--- src/rtl/game_sequencer.sv ---
// Game-flow controller for the balance board: switch debouncing plus the select/count/play/pause/finish FSM.
// Define GAME_TIMEOUT_EN to end play as a loss once the elapsed seconds reach TIME_LIMIT.
module game_sequencer #(
   parameter int DB_CYCLES  = 1000000,
   parameter int COUNTDOWN  = 3,
   parameter int TIME_LIMIT = 60
) (
   input  logic       clk,
   input  logic       rst,
   input  logic       tick_1hz,
   input  logic       sw_run,
   input  logic       sw_pause,
   input  logic       goal,
   input  logic       fall,
   input  logic [1:0] map_sel,
   output logic [2:0] state,
   output logic       selecting,
   output logic       load,
   output logic       run,
   output logic [1:0] map_q,
   output logic [6:0] seconds,
   output logic [1:0] result
);

   localparam int CW = $clog2(DB_CYCLES + 1);
   localparam logic [CW-1:0] DB_LAST = CW'(DB_CYCLES - 1);
   localparam logic [6:0] CD_START = 7'(COUNTDOWN);

   typedef enum logic [2:0] {
      S_SELECT = 3'd0,
      S_COUNT  = 3'd1,
      S_PLAY   = 3'd2,
      S_PAUSE  = 3'd3,
      S_WIN    = 3'd4,
      S_LOSE   = 3'd5
   } state_t;

   logic [1:0] w_sw_raw;
   logic [1:0] w_db;
   logic       w_timeout;

   assign w_sw_raw = {sw_pause, sw_run};

   // Bit 0 is the run switch, bit 1 the pause switch.
   generate
      for (genvar gi = 0; gi < 2; gi++) begin : g_db
         logic          r_s1;
         logic          r_s2;
         logic          r_db;
         logic [CW-1:0] r_cnt;

         always_ff @(posedge clk or negedge rst) begin
            if (!rst) begin
               r_s1  <= 1'b0;
               r_s2  <= 1'b0;
               r_db  <= 1'b0;
               r_cnt <= '0;
            end else begin
               r_s1 <= w_sw_raw[gi];
               r_s2 <= r_s1;
               if (r_s2 == r_db) begin
                  r_cnt <= '0;
               end else if (r_cnt == DB_LAST) begin
                  r_db  <= r_s2;
                  r_cnt <= '0;
               end else begin
                  r_cnt <= r_cnt + CW'(1);
               end
            end
         end

         assign w_db[gi] = r_db;
      end
   endgenerate

   logic r_run_db_q;
   logic r_run_rise;
   logic r_run_fall;
   logic r_pause_db;

   always_ff @(posedge clk or negedge rst) begin
      if (!rst) begin
         r_run_db_q <= 1'b0;
         r_run_rise <= 1'b0;
         r_run_fall <= 1'b0;
         r_pause_db <= 1'b0;
      end else begin
         r_run_db_q <= w_db[0];
         r_run_rise <= w_db[0] & ~r_run_db_q;
         r_run_fall <= ~w_db[0] & r_run_db_q;
         r_pause_db <= w_db[1];
      end
   end

   state_t     r_state;
   logic       r_selecting;
   logic       r_load;
   logic       r_run;
   logic [1:0] r_map_q;
   logic [6:0] r_seconds;
   logic [1:0] r_result;

`ifdef GAME_TIMEOUT_EN
   localparam logic [6:0] LIMIT = 7'(TIME_LIMIT);
   assign w_timeout = tick_1hz && (r_seconds == LIMIT - 7'd1);
`else
   assign w_timeout = 1'b0;
`endif

   always_ff @(posedge clk or negedge rst) begin
      if (!rst) begin
         r_state     <= S_SELECT;
         r_selecting <= 1'b1;
         r_load      <= 1'b0;
         r_run       <= 1'b0;
         r_map_q     <= 2'd0;
         r_seconds   <= 7'd0;
         r_result    <= 2'd0;
      end else begin
         r_load <= 1'b0;
         case (r_state)
            S_SELECT: begin
               if (r_run_rise) begin
                  r_map_q     <= (map_sel == 2'd3) ? 2'd0 : map_sel;
                  r_seconds   <= CD_START;
                  r_load      <= 1'b1;
                  r_selecting <= 1'b0;
                  r_state     <= S_COUNT;
               end
            end
            S_COUNT: begin
               if (r_run_fall) begin
                  r_selecting <= 1'b1;
                  r_state     <= S_SELECT;
               end else if (tick_1hz) begin
                  if (r_seconds == 7'd1) begin
                     r_seconds <= 7'd0;
                     r_run     <= 1'b1;
                     r_state   <= S_PLAY;
                  end else begin
                     r_seconds <= r_seconds - 7'd1;
                  end
               end
            end
            S_PLAY: begin
               // Any exit from PLAY swallows a coincident tick (timeout sets the limit explicitly).
               if (r_run_fall) begin
                  r_run       <= 1'b0;
                  r_selecting <= 1'b1;
                  r_state     <= S_SELECT;
               end else if (goal) begin
                  r_run    <= 1'b0;
                  r_result <= 2'b01;
                  r_state  <= S_WIN;
               end else if (fall || w_timeout) begin
                  r_run    <= 1'b0;
                  r_result <= 2'b10;
                  r_state  <= S_LOSE;
                  if (!fall)
                     r_seconds <= r_seconds + 7'd1;
               end else if (r_pause_db) begin
                  r_run   <= 1'b0;
                  r_state <= S_PAUSE;
               end else if (tick_1hz && r_seconds != 7'd127) begin
                  r_seconds <= r_seconds + 7'd1;
               end
            end
            S_PAUSE: begin
               if (r_run_fall) begin
                  r_selecting <= 1'b1;
                  r_state     <= S_SELECT;
               end else if (!r_pause_db) begin
                  r_run   <= 1'b1;
                  r_state <= S_PLAY;
               end
            end
            S_WIN, S_LOSE: begin
               if (r_run_fall) begin
                  r_result    <= 2'b00;
                  r_selecting <= 1'b1;
                  r_state     <= S_SELECT;
               end
            end
            default: begin
               r_run       <= 1'b0;
               r_selecting <= 1'b1;
               r_result    <= 2'b00;
               r_state     <= S_SELECT;
            end
         endcase
      end
   end

   assign state     = r_state;
   assign selecting = r_selecting;
   assign load      = r_load;
   assign run       = r_run;
   assign map_q     = r_map_q;
   assign seconds   = r_seconds;
   assign result    = r_result;

endmodule

--- config.mk ---
export PLATFORM = sky130hd
export DESIGN_NAME = game_sequencer
export DESIGN_NICKNAME = d
export VERILOG_FILES = /design/src/rtl/game_sequencer.sv
export SDC_FILE = /design/constraint.sdc
export NUM_CORES = 1
export LEC_CHECK = 0
export ABC_CLOCK_PERIOD_IN_PS = 2300
export BUFFER_PORTS_ARGS = -buffer_cell sky130_fd_sc_hd__buf_2
export CAP_MARGIN = 20
export CORE_ASPECT_RATIO = 0.6
export CORE_MARGIN = 3
export CORE_UTILIZATION = 30
export CTS_BUF_LIST = sky130_fd_sc_hd__clkbuf_8
export DETAILED_ROUTE_END_ITERATION = 16
export PLACE_DENSITY_LB_ADDON = 0.1
export SYNTH_ARGS = -nofsm -noshare
export SYNTH_HDL_FRONTEND = slang
export SYNTH_SLANG_ARGS = --single-unit
--- constraint.sdc ---
create_clock -name clk -period 2.3 [get_ports clk]
set_clock_uncertainty 0.05 [all_clocks]
set_input_delay 0.46 -clock clk [delete_from_list [all_inputs] [get_ports clk]]
set_output_delay 0.46 -clock clk [all_outputs]
set_load 0.02 [all_outputs]
## Word level (Yosys, flattened, before mapping)

Cells that the tools add are included.

| operators by class | value |
|---|---|
| $add $sub $neg | 4 |
| multipliers | 0 |
| divide/modulo/power cells | 0 |
| $lt $le $gt $ge | 0 |
| eq/ne operators | 30 |
| shift operators | 0 |
| multiplexer cells | 47 |
| bitwise operators | 8 |
| reduce and logical (&&, ||, !) cells | 15 |

Operators with widths:

| kind | count |
|---|---|
| $mux W20 | 4 |
| $mux W7 | 9 |
| $add A20 B1 Y20 const B | 2 |
| $eq A20 B20 Y1 const B | 2 |
| $mux W3 | 11 |
| $ne A2 B2 Y1 const B | 12 |
| $pmux W7 S3 | 1 |
| $pmux W3 S5 | 1 |
| $mux W1 | 13 |
| $ne A3 B3 Y1 const B | 4 |
| $mux W2 | 5 |
| $reduce_and A9 Y1 | 1 |
| $reduce_and A2 Y1 | 4 |
| $add A7 B1 Y7 const B | 1 |
| $eq A7 B1 Y1 const B | 1 |
| $ne A7 B7 Y1 const B | 1 |
| $reduce_and A7 Y1 | 1 |
| $sub A7 B1 Y7 const B | 1 |
| $eq A3 B2 Y1 const B | 2 |
| $eq A3 B3 Y1 const B | 2 |
| $not A1 Y1 | 6 |
| $pmux W2 S3 | 1 |
| $reduce_and A6 Y1 | 1 |
| $reduce_or A3 Y1 | 2 |
| other kinds (14) | 16 |

| storage, ports and cells | value |
|---|---|
| register bits | 67 |
| bits in latches | 0 |
| bits in writable memories | 0 |
| ROM bits | 0 |
| input port bits | 9 |
| output and inout bits | 17 |
| word-level logic and storage cells | 123 |
| memories | 0 |

## Logic depth before layout (Yosys ltp)

| depth | value |
|---|---|
| word-level depth | 8 |
| gate-level depth with buffers | 7 |
| mapped depth without buffers | 7 |

## Worst setup path before layout

OpenSTA, ideal clock, no wires.

| timing | value |
|---|---|
| path kind | reg-to-reg |
| start point | register r_seconds[0] (netlist: seconds[0]) |
| end point | register r_seconds[0] (netlist: seconds[0]) |
| setup time | 96 ps |
| data arrival time | 1,850 ps |
| data required time | 2,154 ps |
| path slack | 304 ps |
| stages on the path, launching flop included | 8 |
| path buffers | 1 |
| period minus slack after synthesis | 1,996 ps |
| cells stage by stage | dfrtp_1 -> ha_1 -> nand3_2 -> o211ai_2 -> a2111oi_4 -> buf_6 -> nor2_1 -> a311oi_2 |

| between the ends | value |
|---|---|
| word-level cells in the longest chain between the ends | 7 |
| elaborated cells between the ends (all ways) | 16 |
| classes of those cells | 2 x add/sub; 3 x eq/ne; 9 x mux; 2 x reduce/logical |

RTL lines:

| what | RTL line | source |
|---|---|---|
| from (decl) | 100 | `logic [6:0] r_seconds;` |
| from (signal assigned) | 141 | `r_seconds <= r_seconds - 7'd1;` |
| from (signal assigned) | 160 | `r_seconds <= r_seconds + 7'd1;` |
| from (signal assigned) | 165 | `r_seconds <= r_seconds + 7'd1;` |
| $add A7 B1 Y7 | 165 |  |
| $mux W7 | 164 | `end else if (tick_1hz && r_seconds != 7'd127) begin` |
| $mux W7 | 161 | `end else if (r_pause_db) begin` |
| $mux W7 | 155 | `end else if (fall \|\| w_timeout) begin` |
| $mux W7 | 151 | `end else if (goal) begin` |
| $mux W7 | 147 | `if (r_run_fall) begin` |
| $pmux W7 S3 | 121 | `case (r_state)` |

Several ways; a longest one is shown, not always the timed one. The select of a mux whose other input is x is not followed.
A chain may end at the register's enable or synchronous reset.

## Worst setup path in the final report

| timing | value |
|---|---|
| start point | register r_seconds[1] (netlist: seconds[1]) |
| end point | register r_seconds[3] (netlist: seconds[3]) |

The elaborated chain is that of the path after synthesis.

==> summary.txt <==
Timing
  – Final setup viols: 0
  – Unrepaired setup endpoints after global routing: no
  – Worst hold margin: 0.0554 ns
  – Min cycle time layout: 2.11 ns
  – Post-route setup TNS: 0 ns
  – Fin. max-slew vios: 0
  – Crit share post-route: 0.918
  – F_max: 474 MHz
  – Worst Tran Pin Value: 0.591 ns
  – Rel. slew slack: 0.604
  – Fin. Hold Viols: 0

Critical path
  – Crit start category: flop
  – Crit Path Class: reg -> reg
  – R2r setup slk: 0.19 ns
  – Crit-path cells: ha_1 > nand3_2 > o211ai_2 > a2111oi_4 > buf_4 > a2bb2oi_1 > o22ai_1
  – Worst R2R Start: seconds[1]
  – Crit-path leading delay family: compound AO/OA/AOI/OAI gates
  – Endpoint class of the critical path: flop
  – Reg2Reg Depth: 7
  – Crit path DAT: 2.34 ns
  – Required @ worst endpoint: 2.52 ns
  – Worst path max stage delay: 0.62 ns
  – Critical path's slowest cell: a2111oi_4
  – Reg-to-Reg End: seconds[3]
  – WP buf/inv: 1
  – Critical Path Fanout Max: 8

CTS
  – Clock transition at the registers of the reported paths: 0.08 ns
  – Longest Clk Path Bufs: 2
  – Root Buffer: clkbuf_8
  – CTS Buf Count: 9
  – CTS Sinks: 67
  – Later-pin clock latency in the skew report: 0.36 ns
  – CTS tree: yes
  – Hold buffers post-CTS: 0
  – Post-CTS setup buffers: 0
  – CTS H-Tree Depth: 3
  – Cts repair resizes: 0

Detailed routing
  – Final wirelength: 7630 um
  – Avg Vias per Cell: 4.81
  – ANT nets after route: 0
  – DR DRC count: 0
  – Drt first pass iters: 4
  – Routed wire per std cell: 14.5 um
  – Number of DRC markers in iteration 0: 141
  – Vias after detailed routing: 2525

Power and ir drop
  – Design Power: 3.84 mW
  – Power Density: 965 mW/mm^2
  – Static leakage: 1.76 nW
  – Peak VDD IR: 0.299 mV

Finish
  – Final Non-Filler Cells: 525
  – Layout cell share with drive strength beyond 1: 0.179
  – Final Net Count: 395
  – Core Util, Final: 0.365
  – N_diodes: 0
  – Area grow syn2layout: 15.0%
  – Fill count: 1113

Die
  – Die ar.: 0.0129 mm^2
  – Die Height: 89.1 um
  – Die X-Extent: 145 um
  – I/O pin total: 26
  – Rows: 29
  – Core area: 0.0109 mm^2
  – Initial Utilization: 0.317

Global routing
  – First-pass GRT wire length: 13000 um
  – Largest net degree at the start of global routing: 68
  – Total grt overflow: 0
  – Initial antenna violation count: 0
  – Vias in the first global route: 2507
  – GRT Total Usage: 0.131

Logic synthesis
  – Syn_area_per_cell: 9.87 um^2
  – Post-synth top area share: 0.478
  – Synth Instances: 350
  – Synth Register Bits: 67
  – Syn. warnings: 0
  – Synth area leader: dfrtp_1
  – Syn_nets: 364
  – Fraction of registers with async set/reset: 1.00
  – Synth Cell Area: 0.00345 mm^2
  – EDFF count, synth: 0
  – Sequential share of the synthesized area: 0.486
  – Most used DFF post-synth: dfrtp_1
  – Top cells by area, synth: dfrtp_1, xor2_1, nor2_1
  – Synth unique cells: 56

Place
  – Dpl cells: 509
  – DP HPWL: 5240 um
  – Port Buffers: 25
  – Final estimated routing congestion in global placement: 0.829

Flow run
  – Max-cap violation count: 0

Outcome
  – Status: finished, final reports clean

Min path
  – Worst min path class: in -> async
registers in the layout, summed over array words and instances (netlist names), 2 cells and up:
register / count
state: 3
g_db.r_db: 2
result: 2
map_q: 2
seconds: 7
g_db.r_s1: 2
g_db.r_s2: 2
g_db.r_cnt: 40
stage by stage:
step	worst slack, ns	instance area (um^2)
detailed placement	0.246	3750
global route	0.0977	3970
global placement	0.232	3750
floorplan	0.304	3450
finish	0.188	3970
CTS	0.210	3970
worst max-delay path by stage:
stage,start,end,slack (ns),depth (start not counted)
final,seconds[1],seconds[3],0.19,7
after global routing,seconds[1],seconds[4],0.1,5
after CTS,seconds[1],seconds[4],0.21,5
after detailed placement,seconds[1],seconds[4],0.25,5
after global placement,seconds[1],seconds[4],0.23,5
after floorplan,seconds[0],seconds[0],0.30,7
cells in the mapped netlist, types with 2 or more instances:
| library cell | number |
|---|---|
| and4_1 | 5 |
| dfrtp_1 | 66 |
| o21ai_1 | 3 |
| nand4_1 | 9 |
| and2_1 | 3 |
| nand3_2 | 2 |
| o32ai_1 | 3 |
| nand3_1 | 19 |
| nor2_1 | 58 |
| inv_1 | 13 |
| o21ai_0 | 7 |
| o31ai_1 | 2 |
| xor2_1 | 26 |
| nand2b_1 | 3 |
| nand2_1 | 21 |
| mux2i_1 | 3 |
| mux2_2 | 3 |
| nor4b_1 | 2 |
| ha_1 | 5 |
| a21oi_1 | 12 |
| o22ai_1 | 2 |
| nor3_2 | 3 |
| nor3_1 | 4 |
| buf_6 | 3 |
| nor2b_1 | 8 |
| buf_2 | 6 |
| nor4_1 | 2 |
| a22o_1 | 2 |
| a31oi_1 | 2 |
| clkbuf_1 | 6 |
| xnor2_1 | 14 |
| and3_1 | 9 |
layer usage:
metal / track usage / wire length (um)
met1: 0.201 / 4210
met2: 0.165 / 2840
met3: 0.0433 / 465
met4: 0.0483 / 110
met5: 0 / 0
cell type report:
class,count,area (um^2),share of cell area
clock buffers,9,124,0.0312
clock inverters,7,95.1,0.0239
inverters,13,48.8,0.0123
multi-input cells,255,1640,0.413
flip-flops and latches,67,1680,0.422
well taps,139,174,0.0438
repair buffers,35,213,0.0535
logic make-up after synthesis:
group / synth area share
xor+xnor: 0.101
flops: 0.486
compound gates: 0.100
simple gates: 0.237
mux: 0.0185
buf+inv: 0.0391
fa+ha+maj: 0.0181
worst register-to-register path: stages (launching register included):
cell       delay, ns
dfrtp_1         0.44
ha_1            0.27
nand3_2         0.11
o211ai_2        0.11
a2111oi_4       0.63
buf_4           0.24
a2bb2oi_1       0.06
o22ai_1         0.13
power breakdown:
part	internal, mW	switching, mW
Clock	0.608	0.493
Sequential	1.30	0.173
Combinational	0.490	0.774
Total	2.40	1.44
layout by cell type (no fill, tap or decap), types with 2 or more instances in the layout:
| cell type | count |
|---|---|
| a21oi_1 | 12 |
| a22o_1 | 2 |
| a31oi_1 | 2 |
| and2_1 | 3 |
| and3_1 | 9 |
| and4_1 | 5 |
| buf_2 | 25 |
| buf_4 | 9 |
| bufinv_16 | 2 |
| clkbuf_8 | 9 |
| clkinvlp_4 | 3 |
| dfrtp_1 | 66 |
| ha_1 | 5 |
| inv_1 | 14 |
| mux2_2 | 3 |
| mux2i_1 | 3 |
| nand2_1 | 21 |
| nand2b_1 | 3 |
| nand3_1 | 19 |
| nand3_2 | 2 |
| nand4_1 | 9 |
| nor2_1 | 58 |
| nor2b_1 | 8 |
| nor3_1 | 4 |
| nor3_2 | 3 |
| nor4_1 | 2 |
| nor4b_1 | 2 |
| o21ai_0 | 7 |
| o21ai_1 | 3 |
| o22ai_1 | 2 |
| o31ai_1 | 2 |
| o32ai_1 | 3 |
| xnor2_1 | 14 |
| xor2_1 | 26 |
Note: power is estimated with default switching activity, not from simulation.
